--- src/rtl/prog_clk_divider.sv ---
// Runtime-programmable clock divider: O_CLK is low for P-H cycles then high for H cycles.
// New P/H values are staged and only take effect at a period boundary (or while idle).
module prog_clk_divider #(
    parameter int unsigned WIDTH        = 32,
    parameter int unsigned DEFAULT_DIV  = 20,
    parameter int unsigned DEFAULT_HIGH = 10
) (
    input  logic             I_CLK,
    input  logic             rst,
    input  logic             en,
    input  logic             load,
    input  logic [WIDTH-1:0] div_in,
    input  logic [WIDTH-1:0] high_in,
    output logic             load_ack,
    output logic             cfg_err,
    output logic             O_CLK,
    output logic             tick
);

    localparam logic [0:0] IDLE = 1'b0;
    localparam logic [0:0] RUN  = 1'b1;

    logic [0:0]       state;
    logic [WIDTH-1:0] cnt;
    logic [WIDTH-1:0] div_q;
    logic [WIDTH-1:0] high_q;
    logic [WIDTH-1:0] stage_div;
    logic [WIDTH-1:0] stage_high;
    logic             pending;

    logic             load_valid;
    logic             wrap;
    logic             apply;
    logic [WIDTH-1:0] cnt_nxt;
    logic [WIDTH-1:0] div_nxt;
    logic [WIDTH-1:0] high_nxt;
    logic             clk_nxt;

    // high_q < div_q always holds, so div_nxt - high_nxt never wraps below zero
    always_comb begin
        load_valid = (div_in >= WIDTH'(2)) && (high_in >= WIDTH'(1)) && (high_in < div_in);
        wrap       = (cnt == div_q - WIDTH'(1));
        apply      = pending && ((state == IDLE) || (en && wrap));
        div_nxt    = apply ? stage_div  : div_q;
        high_nxt   = apply ? stage_high : high_q;
        cnt_nxt    = wrap ? '0 : cnt + WIDTH'(1);
        clk_nxt    = (cnt_nxt >= div_nxt - high_nxt);
    end

    always_ff @(posedge I_CLK or posedge rst) begin
        if (rst) begin
            state      <= IDLE;
            cnt        <= '0;
            div_q      <= WIDTH'(DEFAULT_DIV);
            high_q     <= WIDTH'(DEFAULT_HIGH);
            stage_div  <= '0;
            stage_high <= '0;
            pending    <= 1'b0;
            load_ack   <= 1'b0;
            cfg_err    <= 1'b0;
            O_CLK      <= 1'b0;
            tick       <= 1'b0;
        end else begin
            load_ack <= apply;
            cfg_err  <= load && !load_valid;
            div_q    <= div_nxt;
            high_q   <= high_nxt;

            // A load landing on the apply edge re-arms pending for the next boundary
            if (load && load_valid) begin
                stage_div  <= div_in;
                stage_high <= high_in;
                pending    <= 1'b1;
            end else if (apply) begin
                pending <= 1'b0;
            end

            if (state == IDLE) begin
                cnt   <= '0;
                O_CLK <= 1'b0;
                tick  <= 1'b0;
                if (en) begin
                    state <= RUN;
                end
            end else if (!en) begin
                state <= IDLE;
                cnt   <= '0;
                O_CLK <= 1'b0;
                tick  <= 1'b0;
            end else begin
                cnt   <= cnt_nxt;
                O_CLK <= clk_nxt;
                tick  <= clk_nxt & ~O_CLK;
            end
        end
    end

endmodule

--- config.mk ---
export PLATFORM = sky130hd
export DESIGN_NAME = prog_clk_divider
export DESIGN_NICKNAME = d
export VERILOG_FILES = /design/src/rtl/prog_clk_divider.sv
export SDC_FILE = /design/constraint.sdc
export NUM_CORES = 1
export LEC_CHECK = 0
export CAP_MARGIN = 0
export CORE_MARGIN = 2
export CORE_UTILIZATION = 55
export CTS_CLUSTER_DIAMETER = 60
export DETAILED_ROUTE_END_ITERATION = 8
export PLACE_DENSITY_LB_ADDON = 0.15
export SLEW_MARGIN = 20
export SYNTH_ARGS = -nofsm -noshare
export SYNTH_HDL_FRONTEND = slang
export SYNTH_SLANG_ARGS = --single-unit
--- constraint.sdc ---
create_clock -name I_CLK -period 6.9 [get_ports I_CLK]
set_input_delay 1.38 -clock I_CLK [delete_from_list [all_inputs] [get_ports I_CLK]]
set_output_delay 1.38 -clock I_CLK [all_outputs]
set_load 0.01 [all_outputs]
Word level (Yosys, flattened, before mapping)
Cells that the tools add are included.
{ "totals": {"regBits": 166, "input_bits": 68, "word_cells": 43} }
{ "classes": {"n_addsub": 3, "magnitude_cmp": 4, "n_eq_ne": 1, "n_mux": 12, "n_bitwise": 3, "reduce_logical": 9} }
{ "op_table": {"columns": ["op", "n"], "rows": [
  ["$mux 32", 5],
  ["$add 32x1->32 const B", 1],
  ["$eq 32x32->1", 1],
  ["$ge 32x1->1 const B", 1],
  ["$ge 32x2->1 const B", 1],
  ["$ge 32x32->1", 1],
  ["$lt 32x32->1", 1],
  ["$sub 32x1->32 const B", 1],
  ["$sub 32x32->32", 1],
  ["$mux 1", 7],
  ["$logic_and 1x1->1", 6],
  ["$not 1->1", 2],
  ["$reduce_bool 2->1", 1],
  ["$and 1x1->1", 1],
  ["$logic_not 1->1", 1],
  ["$logic_or 1x1->1", 1]
]} }

Logic depth before layout (Yosys ltp)
Gate-level depths: netlist (run 1).
{ "depth": {"depth_word": 11, "ltp_mapped": 32, "mapped_depth_nobuf": 31} }

Worst setup path after synthesis (run 1)
Ideal clock, no wire load.
{ "synth_path": {"path_kind": "reg2reg", "start": "reg div_q[0]", "end": "reg tick", "arrival_ns": 6.480, "t_required_ns": 6.827, "path_slack_ns": 0.347, "path_stages_with_launch": 31, "synth_period_minus_slack_ns": 6.553, "path_cell_list": "dfrtp_1 > inv_1 > ha_1 > nor3b_4 > nand2_1 > or4_1 > nor4_1 > xnor2_1 > nor3_1 > nand4_1 > o41ai_4 > buf_2 > mux2_2 > ha_1 > fa_1 > nor2b_1 > o31a_1 > o21ai_0 > a32o_1 > o21ai_0 > nand2_1 > o21ai_0 > a21oi_1 > xor2_1 > ha_1 > nand4_1 > or3_1 > o21ai_0 > a21oi_1 > o21ai_0 > nor2b_1"} }
{ "synth_between": {"elab_chain_len": 11, "word_cells_on_any_way": 13} }
{ "synth_lines": {"columns": ["item", "line_no", "source"], "rows": [
  ["from (decl)", "25", "logic [WIDTH-1:0] div_q;"],
  ["from (signal assigned)", "54", "div_q <= WIDTH'(DEFAULT_DIV);"],
  ["from (signal assigned)", "66", "div_q <= div_nxt;"],
  ["$sub 32x1->32", "42", "wrap = (cnt == div_q - WIDTH'(1));"],
  ["$eq 32x32->1", "42", null],
  ["$logic_and 1x1->1", "43", "apply = pending && ((state == IDLE) || (en && wrap));"],
  ["$logic_or 1x1->1", "43", null],
  ["$logic_and 1x1->1", "43", null],
  ["$mux 32", "45", "high_nxt = apply ? stage_high : high_q;"],
  ["net high_nxt[0]", "36", "logic [WIDTH-1:0] high_nxt;"],
  ["$sub 32x32->32", "47", "clk_nxt = (cnt_nxt >= div_nxt - high_nxt);"],
  ["$ge 32x32->1", "47", null],
  ["$and 1x1->1", "93", "tick <= clk_nxt & ~O_CLK;"],
  ["$mux 1", "85", "end else if (!en) begin"],
  ["$mux 1", "78", "if (state == IDLE) begin"],
  ["to (signal assigned)", "93", null],
  ["to (decl)", "17", "output logic tick"]
]} }
The timed path passes the listed nets, and every way through them passes these cells.
A chain may end at the register's enable or synchronous reset.

Worst setup path after layout (run 1)
{ "layout_path": {"start": "reg div_q[0]", "end": "reg tick"} }
{ "layout_between": {"elab_chain_len": 11, "word_cells_on_any_way": 13} }
{ "layout_lines": {"columns": ["item", "line_no"], "rows": [
  ["$sub 32x1->32", "42"],
  ["$eq 32x32->1", "42"],
  ["$logic_and 1x1->1", "43"],
  ["$logic_or 1x1->1", "43"],
  ["$logic_and 1x1->1", "43"],
  ["$mux 32 (on tied branches)", "44, 45"],
  ["$sub 32x32->32", "47"],
  ["$ge 32x32->1 *", "47"],
  ["$and 1x1->1 *", "93"],
  ["$mux 1 *", "85"],
  ["$mux 1 *", "78"]
]} }
Mark *: on every way between the ends. The rest lies on a longest branch, timed or not.

==> results by group, run 1 <==
Die
  • Site Rows: 51
  • Core box area: 19400 um2
  • Die H: 145 um
  • Die Width: 145 um
  • Starting Density: between 50% and 60%
  • Die footprint: ~21000 um2
  • Io pins: between 70 and 80

CTS
  • Clock slew at reported path FFs: 80 ps
  • CTS Root Buffer Type: clkbuf_16
  • CTS Sinks: 166
  • H-tree levels: 4
  • Clock Tree Buf Depth: 2
  • CTS tree: done
  • Clock Latency Late Sink: around 440 ps
  • Num CTS Buffers: 17

STA
  • Skew final: 11.5 ps
  • Final hold viol count: 0
  • Worst setup margin: -133 ps
  • Final Setup Violations: 2
  • FMAX: 142 MHz
  • Unrepaired setup endpoints after global routing: yes
  • Least-Margin Pin Slew: 916 ps
  • Period minus WS final: 7030 ps
  • Final hold slack: 494 ps
  • Slew Limit Fails: 0
  • Slew headroom: a little under two fifths
  • Crit share post-route: 102%

Logic synthesis
  • Register area share after synthesis: 38.3%
  • Mapped cell area: 10900 um2
  • Unique masters post-synth: 60
  • Mean Syn Cell Area: 10.0 um2
  • Syn Inst Count: 1086
  • Post-synth net total: 1251
  • Post-synthesis async set-or-reset flop share: 100%
  • Post-synth top flop: dfrtp_1
  • Syn. warnings: 0
  • Synth Register Bits: ~170
  • Number of flops mapped to enable cells by yosys: 0

Placed design
  • Placed Area: roughly 13000 um2
  • Detailed placement HPWL: 22800 um
  • Placed insts: approximately 1500
  • GP Congestion: approximately 0.97
  • PortBufs: between 70 and 80

Run status
  • Run status: finished, violations left
  • Failing checks: negative setup slack

Critical path
  • R2r setup slk: -130 ps
  • WP data arrival: 7410 ps
  • RR Endpoint: tick
  • Most common cell on crit path: o211ai_1
  • CP max stage cell: or4_4
  • Critical path endpoint: tick
  • Req. time, crit path: around 7300 ps
  • Worst reg2reg startpoint: div_q[0]
  • CP Capture Type: flop
  • CP Launch Type: flop
  • R2R depth: 32
  • Crit path max fanout: 6
  • Max incr delay on CP: ~440 ps
  • CP Launch Point: div_q[0]
  • WS Path Type: flop to flop

Global routing
  • Number of global-route vias before repair: 8722
  • GRT met3 Usage: 4.90%
  • Largest net degree at the start of global routing: 82
  • Met2 Use GR: 44.5%
  • GR peak layer: met2
  • GRT overflow: 0
  • Met1 Track Usage GR: 44.2%
  • Initial antenna violation count: 0
  • Tot GR Track Use: 29.7%
  • First-pass GRT wire length: 46900 um

Power and ir drop
  • Sw frac: 39.9%
  • Flop pwr share: 25.8%
  • Leakage dissipation: 6.49 nW
  • Cell Pwr Density: about 370 nW/um2
  • Clock network fraction of design power: 18.3%
  • Final Power: around 0.0053 W
  • Max VDD drop: between 200 and 250 uV
  • P_sw: 0.00210 W
  • Gate power share: 55.9%
  • Pint: 0.00316 W

Cells and area
  • Final instance area: 14100 um2
  • Nets: about 1500
  • Most frequent cells in the layout: dfrtp_1 (162), buf_4 (141), mux2_2 (88)
  • Fill count: 1436
  • Layout cells sized above 1: 27.1%
  • Post-route insts no fill: 1577
  • Synthesis-to-finish area growth: 29.9%
  • Most common cell after layout, fill and taps aside: dfrtp_1
  • Ant. Diodes: 0

Min path
  • Hold_sp: high_q[20]
  • Hold Path Class: flop to flop
  • WHS Path Cells: 2

Route
  • Mean number of vias per cell: about 5.8
  • Routed Wire Length: 30700 um
  • WL per Instance: between 15 and 20 um
  • DRC Markers: 0
  • DRT iter0 DRCs: slightly above 600
  • Antenna-violating nets left: 0
  • DR pass1 iterations: 5
  • Via Count: slightly above 9000

Flow run
  • Maxcap violations: 0
cell usage after synthesis, drive strengths merged (4+ instances only):
cell type / n / area share (%)
a2111oi: 6 / 0.48
a211oi: 5 / 0.35
a21o: 35 / 2.4
a21oi: 43 / 2.0
a31oi: 6 / 0.35
and3: 7 / 0.40
buf: 11 / 0.46
clkbuf: 19 / 0.66
dfrtp: 162 / 37
dfstp: 4 / 0.97
ha: 96 / 11
inv: 76 / 2.6
mux2: 97 / 10
mux2i: 33 / 3.0
nand2: 45 / 1.6
nand2b: 11 / 0.63
nand3: 21 / 0.97
nand3b: 4 / 0.28
nand4: 25 / 1.4
nor2: 85 / 2.9
nor2b: 9 / 0.52
nor3: 49 / 2.3
nor4: 26 / 1.8
o211ai: 7 / 0.48
o21a: 8 / 0.55
o21ai: 35 / 1.6
o21bai: 7 / 0.48
or2: 5 / 0.29
or3: 8 / 0.46
xnor2: 53 / 4.3
xor2: 53 / 4.3
metal layers:
| layer | vias up | part of all wire (%) | wire length, um |
|---|---|---|---|
| met1 | 4410 | 48 | 14700 |
| li1 | 4349 | - | - |
| met3 | 55 | 5.4 | 1650 |
| met5 | - | 0 | 0 |
| met4 | 0 | 2.6 | 807 |
| met2 | 282 | 44 | 13600 |
worst max-delay path, delay by kind of cell (launching register included):
family	cells	cell delay [ps]
multiplexers	1	280
adder cells (fa/ha/maj)	3	620
XOR/XNOR	1	110
AND/OR/NAND/NOR	12	2450
flip-flops	1	430
AO/OA/AOI/OAI	9	2190
buffers and inverters	6	910
stage by stage:
step                      util [%]  setup WS (ps)  TNS, ps
after CTS                     71.0           3.31        0
after global placement        66.1           -370     -619
after floorplan                  -            347        0
after detailed placement      66.1           -606    -1080
final                         72.8           -133     -230
after global routing          72.8           -390     -729
cell type report:
| cell class | instances | area [um2] | area share (%) |
|---|---|---|---|
| Multi-Input combinational cell | 814 | 6780 | 48.0 |
| Sequential cell | 166 | 4160 | 29.5 |
| Timing Repair Buffer | 224 | 1970 | 13.9 |
| Clock buffer | 18 | 439 | 3.11 |
| Tap cell | 265 | 332 | 2.35 |
| Inverter | 76 | 290 | 2.06 |
| Clock inverter | 14 | 151 | 1.07 |
power groups by stage:
stage          registers, W  clock network [W]  logic, W
3_3_place_gp        0.00133                  0   0.00252
6_report            0.00135           0.000960   0.00294
4_1_cts             0.00133           0.000969   0.00273
3_5_place_dp        0.00134                  0   0.00257
2_1_floorplan       0.00131                  0   0.00157
5_1_grt             0.00137            0.00101   0.00320
kinds of logic (layout without fill, tap and decap cells):
logic type | Yosys count | after routing | synth area share (%)
and+or+nand+nor | 308 | 308 | 14.6
muxes | 130 | 130 | 13.1
DFF | 166 | 166 | 38.3
AOI/OAI and AO/OA | 173 | 173 | 10.5
xor gates and xnor gates | 106 | 106 | 8.55
buffers and inverters | 106 | 332 | 3.74
adders and majority gates | 97 | 97 | 11.2
sequential cells by signal, summed over array words and instances (netlist names), 32 cells and up:
signal      count
stage_div      32
high_q         32
div_q          32
cnt            32
stage_high     32
how the worst min path moves through the flow:
stage / slack (ps) / endpoint
CTS: 490 / tick
detailed placement: 480 / high_q[20]
global route: 520 / stage_high[29]
finish: 490 / high_q[20]
floorplan: 450 / high_q[27]
global placement: 470 / tick
what timing repair did:
action | 4_1_cts | 5_1_grt
buffers inserted | 9 | 8
gates cloned | 2 | 0
gates resized for setup | 51 | 50
setup endpoints to repair | 2 | 2
hold buffers | 0 | 0
pin swaps | 22 | 24
(Power assumes the default switching activity.)
==> inputs of run 2 (changes only) <==
--- a/config.mk
+++ b/config.mk
@@ -11,7 +11,6 @@
 export CTS_CLUSTER_DIAMETER = 60
 export DETAILED_ROUTE_END_ITERATION = 8
 export PLACE_DENSITY_LB_ADDON = 0.15
-export SLEW_MARGIN = 20
 export SYNTH_ARGS = -nofsm -noshare
 export SYNTH_HDL_FRONTEND = slang
 export SYNTH_SLANG_ARGS = --single-unit
==> results by group, run 2 (synthesized netlist as in run 1, its figures left out) <==
Run status
  • Run status: finished, violations left
  • Failing checks: negative setup slack

CTS
  • Clock slew at reported path FFs: about 80 ps
  • Clock Tree Buf Depth: 2
  • CTS Root Buffer Type: clkbuf_16
  • Num CTS Buffers: 17
  • CTS Sinks: 166
  • CTS tree: done
  • H-tree levels: 4
  • # hold bufs at CTS: 0
  • Clock Latency Late Sink: 440 ps

Global routing
  • First-pass GRT wire length: 46900 um
  • Initial antenna violation count: 0
  • Largest net degree at the start of global routing: around 80
  • GRT overflow: 0
  • Number of global-route vias before repair: 8722
  • Tot GR Track Use: 29.7%

Cells and area
  • Nets: 1464
  • Layout cells sized above 1: 27.0%
  • Final core occ: 72.7%
  • Synthesis-to-finish area growth: 29.9%
  • Most frequent cells in the layout: dfrtp_1 (162), buf_4 (142), mux2_2 (88)
  • Most common cell after layout, fill and taps aside: dfrtp_1
  • Ant. Diodes: 0

Die
  • Site Rows: 51
  • Io pins: 72
  • Die Width: 145 um
  • Die footprint: between 20000 and 25000 um2
  • Starting Density: 56.0%
  • Die H: 145 um
  • Core box area: 19400 um2

STA
  • Crit share post-route: 102%
  • Period minus WS final: 7030 ps
  • Least-Margin Pin Slew: 1120 ps
  • Worst setup margin: -129 ps
  • Final hold viol count: 0
  • Skew final: 11.8 ps
  • FMAX: between 100 and 150 MHz
  • Slew Limit Fails: 0
  • Unrepaired setup endpoints after global routing: yes
  • Final Setup Violations: 2
  • Slew headroom: about a quarter

Route
  • DRC Markers: 0
  • Highest routed layer: met4
  • Routed Wire Length: 30700 um
  • Via Count: around 9000
  • WL per Instance: 19.5 um
  • Antenna-violating nets left: 0
  • DRT iter0 DRCs: 605
  • Mean number of vias per cell: 5.76
  • Metal3 WL: about 1700 um
  • DR pass1 iterations: 7
  • Metal1 wirelength: 14600 um
  • Wire length on met2: 13600 um

Power and ir drop
  • Pint: 0.00316 W
  • P_sw: 0.00210 W
  • Gate power share: between 50% and 60%
  • Max VDD drop: between 200 and 250 uV
  • Sw frac: ~40%
  • Cell Pwr Density: 372 nW/um2
  • Flop pwr share: 25.8%
  • Final Power: 0.00525 W
  • Clock network fraction of design power: 18.3%
  • Leakage dissipation: roughly 6.5 nW

Critical path
  • Most common cell on crit path: o211ai_1
  • Req. time, crit path: 7270 ps
  • CP max stage cell: or4_4
  • Crit path max fanout: 6
  • CP Launch Type: flop
  • CP Capture Type: flop
  • WP data arrival: 7400 ps
  • CP delay by family, top: simple AND/OR/NAND/NOR gates
  • WS Path Type: flop to flop
  • Worst path bufs/invs: 6
  • Max incr delay on CP: 440 ps

Placed design
  • PortBufs: 71
  • GP Congestion: 0.968
  • Detailed placement HPWL: 22800 um

Flow run
  • Maxcap violations: 0

Min path
  • Hold Path Class: flop to flop
==> run 2: cell count changes in the layout (fill, tap and decap cells not counted) <==
cell    delta
buf_4      +1
buf_6      -1
nor4_1     +1
nor4_2     -1
==> run 2: area by class of cell <==
type | instances | area, um2
clock inverter | 14 | 151
clock buffer | 18 | 439
inverter | 76 | 290
fill | 1437 | 5290
tap | 265 | 332
multi-input combinational | 814 | 6770
sequential | 166 | 4160
timing repair buffer | 224 | 1960
==> run 2: timing repair <==
action / 4_1_cts / 5_1_grt
setup buffers: 9 / 8
gates cloned: 2 / 0
pin swaps: 22 / 24
gates resized for setup: 51 / 50
setup endpoints to repair: 2 / 2
==> run 2: worst paths after layout <==
check | startpoint | endpoint | slack (ps) | cells past startpoint
max in group asynchronous | rst | state | 4220 | 3
hold / removal | high_q[20] | high_q[20] | 500 | 2
hold reg to reg | high_q[20] | high_q[20] | 500 | 2
setup reg to reg | div_q[0] | tick | -130 | 32
setup / recovery | div_q[0] | tick | -130 | 32
min in group asynchronous | rst | stage_high[11] | 1300 | 2
==> run 2: per-stage QoR <==
step	hold slack, ps	cell area (um2)	setup TNS (ps)	cells	setup slack, ps
floorplan	452	10900	0	1086	347
global placement	471	12800	-619	1526	-370
detailed placement	478	12800	-1080	1526	-606
CTS	491	13800	0	1569	3.31
global route	522	14100	-729	1577	-390
finish	495	14100	-224	1577	-129
==> run 2: worst reg2reg max path, delay by kind of cell (launching register included) <==
family / cells / cell delay, ps
XOR/XNOR: 1 / 110
buffers and inverters: 6 / 910
AND/OR/NAND/NOR: 12 / 2450
adder cells (fa/ha/maj): 3 / 620
flip-flops: 1 / 430
AO/OA/AOI/OAI: 9 / 2180
multiplexers: 1 / 280
==> run 2: layer usage <==
metal / vias to the layer above / GRT usage (%)
li1: 4340 / -
met4: 0 / 8.99
met5: - / 0
met1: 4390 / 44.2
met2: 292 / 44.5
met3: 57 / 4.90
==> run 2: power by group through the flow <==
stage               sequential, W  combinational [W]  clock (W)
finish                    0.00135            0.00294   0.000960
floorplan                 0.00131            0.00157          0
detailed placement        0.00134            0.00257          0
global placement          0.00133            0.00252          0
CTS                       0.00133            0.00273   0.000969
global route              0.00137            0.00320    0.00101
==> inputs of run 3 (changes only) <==
--- a/config.mk
+++ b/config.mk
@@ -5,11 +5,12 @@
 export SDC_FILE = /design/constraint.sdc
 export NUM_CORES = 1
 export LEC_CHECK = 0
-export CAP_MARGIN = 0
+export CAP_MARGIN = 30
 export CORE_MARGIN = 2
 export CORE_UTILIZATION = 55
 export CTS_CLUSTER_DIAMETER = 60
 export DETAILED_ROUTE_END_ITERATION = 8
+export GPL_ROUTABILITY_DRIVEN = 0
 export PLACE_DENSITY_LB_ADDON = 0.15
 export SYNTH_ARGS = -nofsm -noshare
 export SYNTH_HDL_FRONTEND = slang
==> results by group, run 3 (synthesized netlist as in run 1, its figures left out) <==
Placed design
  • Placed insts: 1513
  • PortBufs: between 70 and 80
  • Placed Area: 12700 um2
  • Detailed placement HPWL: between 20000 and 25000 um
  • DP Worst Slack: -509 ps

Power and ir drop
  • Sw frac: 40.8%
  • Gate power share: between 50% and 60%
  • Cell Pwr Density: about 370 nW/um2
  • Clock network fraction of design power: ~18%
  • Leakage dissipation: around 6.4 nW
  • Flop pwr share: 25.9%
  • Final Power: about 0.0052 W
  • P_sw: between 0.002 and 0.0025 W
  • Max VDD drop: 285 uV
  • Pint: 0.00305 W

Route
  • Routed Wire Length: ~30000 um
  • DR pass1 iterations: 6
  • WL per Instance: ~19 um
  • Mean number of vias per cell: 5.80
  • DRC Markers: 0
  • Antenna-violating nets left: 0
  • DRT iter0 DRCs: 697
  • Via Count: 9036

Critical path
  • WP data arrival: 7130 ps
  • CP Capture Type: flop
  • CP Launch Type: flop
  • WS Path Type: flop to flop
  • CP max stage cell: dfrtp_1
  • R2R depth: 36
  • CP Launch Point: div_q[0]
  • Most common cell on crit path: buf_4
  • RR Endpoint: tick
  • R2r setup slk: between 90 and 100 ps
  • Worst reg2reg startpoint: div_q[0]
  • Req. time, crit path: 7230 ps
  • Max incr delay on CP: 400 ps
  • Crit path max fanout: 12
  • Critical path endpoint: tick

Run status
  • Run status: complete, no violations

STA
  • Skew final: 12.4 ps
  • Unrepaired setup endpoints after global routing: yes
  • Period minus WS final: 6800 ps
  • Crit share post-route: 98.6%
  • FMAX: between 100 and 150 MHz
  • Final hold viol count: 0
  • Slew headroom: 37.5%
  • Slew Limit Fails: 0
  • Least-Margin Pin Slew: between 900 and 1000 ps
  • Final Setup Violations: 0
  • Worst setup margin: between 90 and 100 ps

Global routing
  • Tot GR Track Use: 29.4%
  • GRT met3 Usage: 5.03%
  • Largest net degree at the start of global routing: between 70 and 80
  • GRT overflow: 0
  • First-pass GRT wire length: ~46000 um
  • Met1 Track Usage GR: 44.1%
  • Initial antenna violation count: 0
  • Met2 Use GR: 43.3%
  • Number of global-route vias before repair: 8642
  • GR peak layer: met1

CTS
  • Clock Tree Buf Depth: 2
  • Clock Latency Late Sink: 440 ps
  • H-tree levels: 4
  • Num CTS Buffers: 17
  • CTS Root Buffer Type: clkbuf_16
  • CTS Sinks: 166
  • CTS tree: done
  • Clock slew at reported path FFs: 70 ps

Die
  • Core box area: 19400 um2
  • Site Rows: 51
  • Die footprint: 20900 um2
  • Die H: 145 um
  • Starting Density: a little under three fifths
  • Io pins: 72
  • Die Width: 145 um

Cells and area
  • Most common cell after layout, fill and taps aside: dfrtp_1
  • Final instance area: 13800 um2
  • Layout cells sized above 1: 25.5%
  • Ant. Diodes: 0
  • Synthesis-to-finish area growth: 27.2%
  • Nets: 1446
  • Post-route insts no fill: 1559
  • Fill count: 1425
  • Most frequent cells in the layout: dfrtp_1 (162), buf_4 (125), mux2_2 (95)

Flow run
  • Maxcap violations: 0

Min path
  • Hold Path Class: flop to flop
run 3: worst min path at each step:
stage | start | endpoint | slack (ps) | cells past startpoint
after global routing | O_CLK | tick | 490 | 1
after CTS | O_CLK | tick | 470 | 1
final | O_CLK | tick | 480 | 1
after floorplan | high_q[27] | high_q[27] | 450 | 2
after detailed placement | O_CLK | tick | 470 | 1
after global placement | O_CLK | tick | 470 | 1
run 3: cell type report:
cell class | count | area (um2) | share of cell area (%)
multi-input cells | 814 | 6620 | 47.9
flip-flops and latches | 166 | 4160 | 30.1
repair buffers | 206 | 1840 | 13.3
clock buffers | 17 | 425 | 3.08
well taps | 265 | 332 | 2.40
inverters | 76 | 290 | 2.10
clock inverters | 15 | 154 | 1.11
run 3: power by group through the flow:
stage	combinational (W)	sequential (W)	clock (W)
after floorplan	0.00157	0.00131	0
after global placement	0.00251	0.00133	0
after detailed placement	0.00257	0.00134	0
after CTS	0.00263	0.00133	0.000950
after global routing	0.00313	0.00136	0.000992
final	0.00288	0.00134	0.000939
run 3: what timing repair did:
| item | in CTS | in global routing |
|---|---|---|
| pin swaps | 4 | 16 |
| cloned | 1 | 1 |
| setup buffers | 4 | 7 |
| hold buffers | 0 | 0 |
| endpoints found under the setup margin | 2 | 2 |
| resized for setup | 18 | 50 |
run 3: worst max-delay path: cells and delay by family, from the launching register on:
kind | cells | cell delay [ps]
AOI/OAI and AO/OA | 15 | 2680
xor gates and xnor gates | 2 | 310
adders and majority gates | 2 | 550
buffers and inverters | 9 | 1330
DFF | 1 | 400
muxes | 1 | 320
and+or+nand+nor | 7 | 1100
run 3: metrics by stage:
step	hold WS [ps]	setup TNS [ps]	util [%]
after floorplan	452	0	-
after global placement	474	-554	65.6
after detailed placement	471	-892	65.7
after CTS	475	0	69.3
after global routing	486	-206	71.3
final	481	0	71.3
run 3: routing by layer:
metal	part of all wire [%]	vias to the layer above
met2	44	292
met3	5.8	49
met4	2.7	0
met1	47	4401
met5	0	-
li1	-	4294
==> RTL edit (settings of run 1) <==
Add an input register stage for `div_in`; this delays it by one clock. The other inputs are not delayed to match.
--- a/src/rtl/prog_clk_divider.sv
+++ b/src/rtl/prog_clk_divider.sv
@@ -22,2 +22,8 @@
 
+    logic [WIDTH-1:0] div_r;
+
+    always_ff @(posedge I_CLK) begin
+        div_r <= div_in;
+    end
+
     logic [0:0]       state;
@@ -40,3 +46,3 @@
     always_comb begin
-        load_valid = (div_in >= WIDTH'(2)) && (high_in >= WIDTH'(1)) && (high_in < div_in);
+        load_valid = (div_r >= WIDTH'(2)) && (high_in >= WIDTH'(1)) && (high_in < div_r);
         wrap       = (cnt == div_q - WIDTH'(1));
@@ -70,3 +76,3 @@
             if (load && load_valid) begin
-                stage_div  <= div_in;
+                stage_div  <= div_r;
                 stage_high <= high_in;
Function: changed (a bounded check fails within 4 cycles, from zero or initial values and one cycle with rst high).
==> RTL edit against run 1 <==
  * The flow still finishes with violations (negative setup slack)
  * Synthesized area is 7.0% higher
  * Sequential cell count rose by 32
  * Clock skew up 0.0079 ns
  * Worst setup slack got worse by 0.044 ns
  * First-iteration DRC count grew 9.1%
  * Sequential power is 15% higher
  * Highest routed layer unchanged
  * Wire length grew 3.0%
  * Final area up 6.5%
  * Cell count grew 4.6%
  * Total power increased by 11%
  * Die area is 6.8% higher
==> RTL edit: results (changes against run 1) <==
<table>
<tr><th>Metric</th><th>Value</th></tr>
<tr><th colspan="2">Timing</th></tr>
<tr><td>Final setup slack of the worst path</td><td>-0.177 ns (-0.0445 ns)</td></tr>
<tr><td>Final setup violation count</td><td>2 (unchanged)</td></tr>
<tr><th colspan="2">Placement</th></tr>
<tr><td>Instance count after placement with tap cells included</td><td>1605 (+5.2%)</td></tr>
<tr><td>Worst setup slack after placement</td><td>-0.342 ns (+0.265 ns)</td></tr>
<tr><th colspan="2">Synth</th></tr>
<tr><td>Syn_area_per_cell</td><td>10.3 um2 (+2.7%)</td></tr>
<tr><td>Synth unique cells</td><td>65 (+8.3%)</td></tr>
<tr><td>Share of flip-flops with an asynchronous set or reset</td><td>0.838 (-0.162)</td></tr>
<tr><td>Net count after synthesis</td><td>1297 (+3.7%)</td></tr>
<tr><td>Fraction of the mapped netlist area in adder cells</td><td>0.105 (-0.00738)</td></tr>
<tr><th colspan="2">Critical path</th></tr>
<tr><td>Crit path launch</td><td>div_q[16]$_DFF_PP0_</td></tr>
<tr><td>Cell with the largest stage delay on the worst path</td><td>or4_1</td></tr>
<tr><td>Critical-path maximum fanout</td><td>8 (+2)</td></tr>
<tr><td>Maximum single-stage delay on the critical path</td><td>0.58 ns (+0.14 ns)</td></tr>
<tr><th colspan="2">Status</th></tr>
<tr><td>Failing checks</td><td>negative setup slack</td></tr>
<tr><td>Outcome</td><td>complete, but fails checks</td></tr>
<tr><th colspan="2">Global route</th></tr>
<tr><td>Total GRT Usage</td><td>0.281 (-0.0159)</td></tr>
<tr><td>Grt met1 use</td><td>0.408 (-0.0346)</td></tr>
<tr><td>Maximum number of pins on one net before global-route repair</td><td>72 (-12%)</td></tr>
<tr><td>Global-route wire length before repair</td><td>48500 um (+3.4%)</td></tr>
<tr><td>Met2 GRT Util</td><td>0.438 (-0.00740)</td></tr>
<tr><td>Number of global-route vias before repair</td><td>9349 (+7.2%)</td></tr>
<tr><th colspan="2">Power</th></tr>
<tr><td>Leak Pwr</td><td>0.00689 uW (+6.1%)</td></tr>
<tr><td>Max VDD drop</td><td>0.000217 V (+0.11%)</td></tr>
<tr><th colspan="2">Detailed routing</th></tr>
<tr><td>First-pass detailed-route iteration total</td><td>6 (+1)</td></tr>
<tr><td>Met3 Wirelength</td><td>1470 um (-11%)</td></tr>
<tr><td>Routed length on met2</td><td>14600 um (+7.9%)</td></tr>
<tr><td>Detailed router's first-iteration violation count</td><td>659 (+9.1%)</td></tr>
<tr><th colspan="2">Cells and area</th></tr>
<tr><td>Nets@finish</td><td>1526 (+4.2%)</td></tr>
</table>
RTL edit: cell types whose count changed in the layout (fill, tap and decap cells not counted), moves of 10 or more:
cell     before  now
mux2_2       88   68
dfxtp_1       0   32
nand2_1      45   35
nor2_1       83   70
inv_1        73   56
buf_4       141  168
inv_2         2   21
mux2_1        1   25
RTL edit: worst min-delay path by stage:
stage,start,to,slack (ns)
2_1_floorplan,high_q[12]$_DFF_PP0_,high_q[12]$_DFF_PP0_,0.45
3_3_place_gp,O_CLK$_DFF_PP0_,tick$_DFF_PP0_,0.43
3_5_place_dp,O_CLK$_DFF_PP0_,tick$_DFF_PP0_,0.43
4_1_cts,O_CLK$_DFF_PP0_,tick$_DFF_PP0_,0.44
5_1_grt,O_CLK$_DFF_PP0_,tick$_DFF_PP0_,0.49
6_report,O_CLK$_DFF_PP0_,tick$_DFF_PP0_,0.47
RTL edit: final cells by class:
| type | instances | area, um2 | area share |
|---|---|---|---|
| multi-input combinational | 819 | 6860 | 0.456 |
| sequential | 198 | 4800 | 0.319 |
| inverter | 78 | 298 | 0.0198 |
| clock buffer | 18 | 439 | 0.0292 |
| timing repair buffer | 247 | 2100 | 0.140 |
| tap | 275 | 344 | 0.0229 |
| clock inverter | 14 | 193 | 0.0128 |
RTL edit: kinds of logic (layout without fill, tap and decap cells):
logic type,count (synthesis),count (layout)
compound gates,176,176
xor+xnor,91,91
fa+ha+maj,97,97
buf+inv,115,357
flops,198,198
mux,132,132
simple gates,323,323
RTL edit: timing repair:
action / CTS / global route
pin swaps: 10 / 39
gates cloned: 0 / 1
endpoints found under the setup margin: 2 / 2
gates resized for setup: 18 / 78
buffers inserted: 6 / 5
RTL edit: where the power goes:
group          total (uW)  switching, uW  internal [uW]
registers            1550            161           1390
logic                3270           1680           1580
clock network        1030            522            509
total                5850           2370           3480
